$ cat config.mk
export PLATFORM = sky130hd
export DESIGN_NAME = multicycle_control_unit
export DESIGN_NICKNAME = d
export VERILOG_FILES = /design/src/rtl/multicycle_control_unit.sv
export SDC_FILE = /design/constraint.sdc
export NUM_CORES = 1
export LEC_CHECK = 0
export BUFFER_PORTS_ARGS = -buffer_cell sky130_fd_sc_hd__buf_4
export CAP_MARGIN = 15
export CORE_MARGIN = 1
export CORE_UTILIZATION = 30
export DETAILED_ROUTE_END_ITERATION = 10
export GPL_ROUTABILITY_DRIVEN = 1
export PLACE_DENSITY_LB_ADDON = 0.05
export REMOVE_ABC_BUFFERS = 1
export SYNTH_ARGS = -nofsm -noshare
export SYNTH_HDL_FRONTEND = slang
export SYNTH_SLANG_ARGS = --single-unit
$ cat constraint.sdc
create_clock -name clk -period 1.6 [get_ports clk]
set_input_delay 0.24 -clock clk [delete_from_list [all_inputs] [get_ports clk]]
set_output_delay 0.24 -clock clk [all_outputs]
set_load 0.005 [all_outputs]
$ cat src/rtl/multicycle_control_unit.sv
// Multi-cycle RV32 control FSM: sequences R/I-arith, load, store and BEQ over a shared
// memory port with a req/ready handshake and an optional request timeout.
module multicycle_control_unit #(
    parameter int unsigned N           = 32,
    parameter int unsigned MEM_TIMEOUT = 0
) (
    input  logic         clk,
    input  logic         rst,
    input  logic [N-1:0] instr,
    input  logic         zero,
    input  logic         mem_ready,
    output logic         mem_req,
    output logic         mem_we,
    output logic         i_or_d,
    output logic         ir_write,
    output logic         pc_write,
    output logic         pc_src,
    output logic         alu_src_a,
    output logic [1:0]   alu_src_b,
    output logic [1:0]   alu_op,
    output logic         mem_to_reg,
    output logic         reg_write,
    output logic         instr_done,
    output logic         illegal,
    output logic         bus_error,
    output logic [2:0]   state
);

    typedef enum logic [2:0] {
        StIdle   = 3'd0,
        StFetch  = 3'd1,
        StDecode = 3'd2,
        StExec   = 3'd3,
        StMem    = 3'd4,
        StWb     = 3'd5,
        StBranch = 3'd6,
        StBad    = 3'd7
    } state_e;

    localparam logic [6:0] OpcReg    = 7'b0110011;
    localparam logic [6:0] OpcImm    = 7'b0010011;
    localparam logic [6:0] OpcLoad   = 7'b0000011;
    localparam logic [6:0] OpcStore  = 7'b0100011;
    localparam logic [6:0] OpcBranch = 7'b1100011;

    localparam logic [1:0] SrcBReg   = 2'b00;
    localparam logic [1:0] SrcBFour  = 2'b01;
    localparam logic [1:0] SrcBImm   = 2'b10;
    localparam logic [1:0] AluAdd    = 2'b00;
    localparam logic [1:0] AluSub    = 2'b01;
    localparam logic [1:0] AluFunct  = 2'b10;

    // A zero-width counter is not legal, so the disabled case still keeps one bit.
    localparam int unsigned CW = (MEM_TIMEOUT == 0) ? 1 : $clog2(MEM_TIMEOUT + 1);
    localparam logic [CW-1:0] ToLast = CW'((MEM_TIMEOUT == 0) ? 0 : MEM_TIMEOUT - 1);

    state_e        state_q, state_d;
    logic [CW-1:0] cnt_q, cnt_d;
    logic [6:0]    opcode;
    logic          is_load, is_store;
    logic          req_phase;
    logic          timeout;
    logic          unused_instr;

    assign opcode       = instr[6:0];
    assign unused_instr = ^instr[N-1:7];
    assign is_load      = (opcode == OpcLoad);
    assign is_store     = (opcode == OpcStore);
    assign req_phase    = (state_q == StFetch) || (state_q == StMem);

    // Fires on the MEM_TIMEOUT-th consecutive request cycle that still lacks mem_ready.
    assign timeout = (MEM_TIMEOUT != 0) && req_phase && !mem_ready && (cnt_q == ToLast);

    always_ff @(posedge clk or posedge rst) begin
        if (rst) begin
            state_q <= StIdle;
            cnt_q   <= '0;
        end else begin
            state_q <= state_d;
            cnt_q   <= cnt_d;
        end
    end

    always_comb begin
        state_d    = state_q;
        mem_req    = 1'b0;
        mem_we     = 1'b0;
        i_or_d     = 1'b0;
        ir_write   = 1'b0;
        pc_write   = 1'b0;
        pc_src     = 1'b0;
        alu_src_a  = 1'b0;
        alu_src_b  = SrcBReg;
        alu_op     = AluAdd;
        mem_to_reg = 1'b0;
        reg_write  = 1'b0;
        instr_done = 1'b0;
        illegal    = 1'b0;
        bus_error  = 1'b0;

        case (state_q)
            StIdle: begin
                state_d = StFetch;
            end

            StFetch: begin
                mem_req   = 1'b1;
                alu_src_b = SrcBFour;
                alu_op    = AluAdd;
                if (mem_ready) begin
                    ir_write = 1'b1;
                    pc_write = 1'b1;
                    state_d  = StDecode;
                end else if (timeout) begin
                    bus_error = 1'b1;
                    state_d   = StFetch;
                end
            end

            StDecode: begin
                // PC + imm lands in ALUOut ahead of a possible branch.
                alu_src_b = SrcBImm;
                alu_op    = AluAdd;
                case (opcode)
                    OpcReg, OpcImm, OpcLoad, OpcStore: state_d = StExec;
                    OpcBranch:                         state_d = StBranch;
                    default: begin
                        illegal = 1'b1;
                        state_d = StFetch;
                    end
                endcase
            end

            StExec: begin
                alu_src_a = 1'b1;
                case (opcode)
                    OpcReg: begin
                        alu_src_b = SrcBReg;
                        alu_op    = AluFunct;
                        state_d   = StWb;
                    end
                    OpcImm: begin
                        alu_src_b = SrcBImm;
                        alu_op    = AluFunct;
                        state_d   = StWb;
                    end
                    OpcLoad, OpcStore: begin
                        alu_src_b = SrcBImm;
                        alu_op    = AluAdd;
                        state_d   = StMem;
                    end
                    default: begin
                        state_d = StFetch;
                    end
                endcase
            end

            StMem: begin
                mem_req = 1'b1;
                i_or_d  = 1'b1;
                mem_we  = is_store;
                if (mem_ready) begin
                    if (is_store) begin
                        instr_done = 1'b1;
                        state_d    = StFetch;
                    end else begin
                        state_d = StWb;
                    end
                end else if (timeout) begin
                    bus_error = 1'b1;
                    state_d   = StFetch;
                end
            end

            StWb: begin
                reg_write  = 1'b1;
                mem_to_reg = is_load;
                instr_done = 1'b1;
                state_d    = StFetch;
            end

            StBranch: begin
                alu_src_a  = 1'b1;
                alu_src_b  = SrcBReg;
                alu_op     = AluSub;
                pc_src     = 1'b1;
                pc_write   = zero;
                instr_done = 1'b1;
                state_d    = StFetch;
            end

            default: begin
                state_d = StFetch;
            end
        endcase
    end

    // Counts unanswered request cycles; restarts on any state change or timeout.
    always_comb begin
        cnt_d = cnt_q;
        if ((state_d != state_q) || bus_error) begin
            cnt_d = '0;
        end else if (req_phase && !mem_ready && (cnt_q != {CW{1'b1}})) begin
            cnt_d = cnt_q + 1'b1;
        end
    end

    assign state = state_q;

endmodule

==> metrics <==
outcome=complete, but fails checks; failing checks=setup timing; Slowest cell on crit path=or3b_4; number of synthesized flops with an enable pin=0; Synth Flop Type=dfrtp_1; CTS clk-pin slew, worst paths=40 ps; Slew Limit Fails=0; post-synth top area cell=dfrtp_1; Overflow after GRT=0; pre-CTS setup slack=between 50 and 60 ps; YS warnings=0; worst skew pair latency=~230 ps; Placer Congestion=between 0.7 and 0.8; core area=about 1200 µm²; top cells by area, synth=dfrtp_1, nand2_1, a21oi_1; Final #Nets=between 100 and 150; hold path start=mem_ready; Iteration-0 DRC Markers=7; hold path cells=3; Post-synth ARST share=100%; final hold slack=~310 ps; #FFs+latches synth=3; worst min-delay path category=in2reg; initial antenna violation count=0; Remaining DRCs=0; vias in the first global route=between 400 and 500; final worst setup slack=-140 ps; Ports=55; initial core utilization=roughly a third; Final ANT Viol Nets=0; flop2flop setup slack=~160 ps; Max Clock Freq=roughly 570 MHz; critical path, cell by cell=or3b_4 -> nor4_4 -> a211o_1 -> buf_6; Vias=567; Hold Vio Cnt, Final=0; reg2reg end=state[0]; Final setup viols=5; Die Span X=approximately 39 µm; Layout Utilization=67.0%; Critical Path AT=1500 ps; Leak=between 0.3 and 0.4 nW; # diodes=0; reg2reg start=state[1]; first-pass GRT wire length=1900 µm; Mapped Cells=61; CP required=roughly 1400 ps; wire length per cell=11.1 µm; TritonCTS clock tree=built; largest net degree at the start of global routing=10; Worst VDD drop=417 µV; Netlist Area Pre-Place=about 410 µm²; Std-Cell Rows=12; CP Class=reg2out; final cell count without fillers=approximately 110; final period utilization=109%; # placed instances=around 100; maximum buffer depth of the clock tree=2; crit path capture type=output pin; PD cells=1010 nW/µm²; Distinct cells, synth=31; CP peak stage delay=approximately 430 ps; vias per cell=a little under 5; syn_area_per_cell=6.67 µm²; Max-Cap Viols=0; drt total wl=around 1300 µm; Clock Skews=3.67 ps; HPWL after DPL=around 930 µm; Max FO, Critical Path=3; H-Tree Depth=1; layout cells sized above 1=a little under three fifths; sequential fraction of the synthesis area=between 10% and 20%; Largest register FFs=3; RSZ-0062 raised after global routing=yes; Pre-Repair DR Iteration Count=2; Endpoint, Worst Hold=state[1]; Die Area=1510 µm²; Die Y-Extent=around 39 µm; Area Overhead vs Synth=95.4%; buffers added on ports=28; post-synth top area share=around 18%; crit path time final=between 1500 and 2000 ps; clock tree root driver cell=clkbuf_4; # clock sinks=3; CTS buffer count=3; Total GRT Usage=between 10% and 20%; Register-to-Register Path Depth=5; crit start category=register
[layout make-up]
class | instances | area, µm²
flip-flops and latches | 3 | 75.1
fillers | 116 | 392
repair buffers | 41 | 333
multi-input cells | 47 | 324
well taps | 14 | 17.5
inverters | 5 | 18.8
clock buffers | 4 | 26.3
[critical path, delay by kind of cell (launching register included)]
| kind | cells | cell delay (ps) |
|---|---|---|
| DFF | 1 | 400 |
| AOI/OAI and AO/OA | 1 | 180 |
| buffers and inverters | 1 | 100 |
| and+or+nand+nor | 2 | 580 |
[power breakdown]
part | switching (mW) | internal (mW)
clock | 0.0386 | 0.0934
combinational | 0.236 | 0.314
sequential | 0.0244 | 0.0974
total | 0.299 | 0.505
[worst max path at each step]
stage	start	to	slack, ps	depth (start not counted)
6_report	state[1]	instr_done	-140	4
5_1_grt	state[1]	instr_done	-180	4
4_1_cts	state[1]	instr_done	-130	4
3_5_place_dp	instr[2]	instr_done	50	5
3_3_place_gp	instr[2]	instr_done	60	5
2_1_floorplan	state[0]	instr_done	50	3
[metal layers]
layer | routed length [µm] | vias to the layer above | track usage, %
li1 | - | 293 | -
met1 | 537 | 252 | 21.0
met2 | 681 | 20 | 32.5
met3 | 36 | 2 | 0
met4 | 15 | 0 | 7.76
met5 | 0 | - | 0
[metrics by stage]
| step | setup TNS [ps] | instance area, µm² | power [mW] |
|---|---|---|---|
| 2_1_floorplan | 0 | 370 | 0.314 |
| 3_3_place_gp | 0 | 651 | 0.565 |
| 3_5_place_dp | 0 | 651 | 0.569 |
| 4_1_cts | -336 | 739 | 0.781 |
| 5_1_grt | -696 | 795 | 0.870 |
| 6_report | -360 | 795 | 0.804 |
[cell families after synthesis]
| family | after synthesis | synth area share [%] |
|---|---|---|
| compound gates | 16 | 24.0 |
| buf+inv | 11 | 13.5 |
| flops | 3 | 18.5 |
| other cells | 1 | 0.922 |
| simple gates | 30 | 43.1 |
[cells in the mapped netlist, drive strengths merged, types with 2 or more instances]
library cell,number
dfrtp,3
clkbuf,2
inv,5
nor4,4
nor3,3
nand2b,2
a21oi,5
nand2,7
and3,2
buf,4
nor2,5
o21ai,4
[repair_timing]
item,4_1_cts,5_1_grt
buffers inserted,4,1
pin swaps,5,2
setup endpoints to repair,8,11
resized for setup,5,13
hold buffers,1,0
endpoints found under the hold margin,3,0
[cell usage in the layout, fill, tap and decap left out, types with 2 or more instances in the layout]
cell	count
and3_1	2
buf_4	34
nor3_1	3
a21oi_1	4
nor4_1	3
clkbuf_4	3
nand2_1	7
inv_1	3
o21ai_0	3
inv_2	2
buf_6	6
dfrtp_1	3
nor2_4	2
nor2_1	3
(Power assumes the default switching activity.)
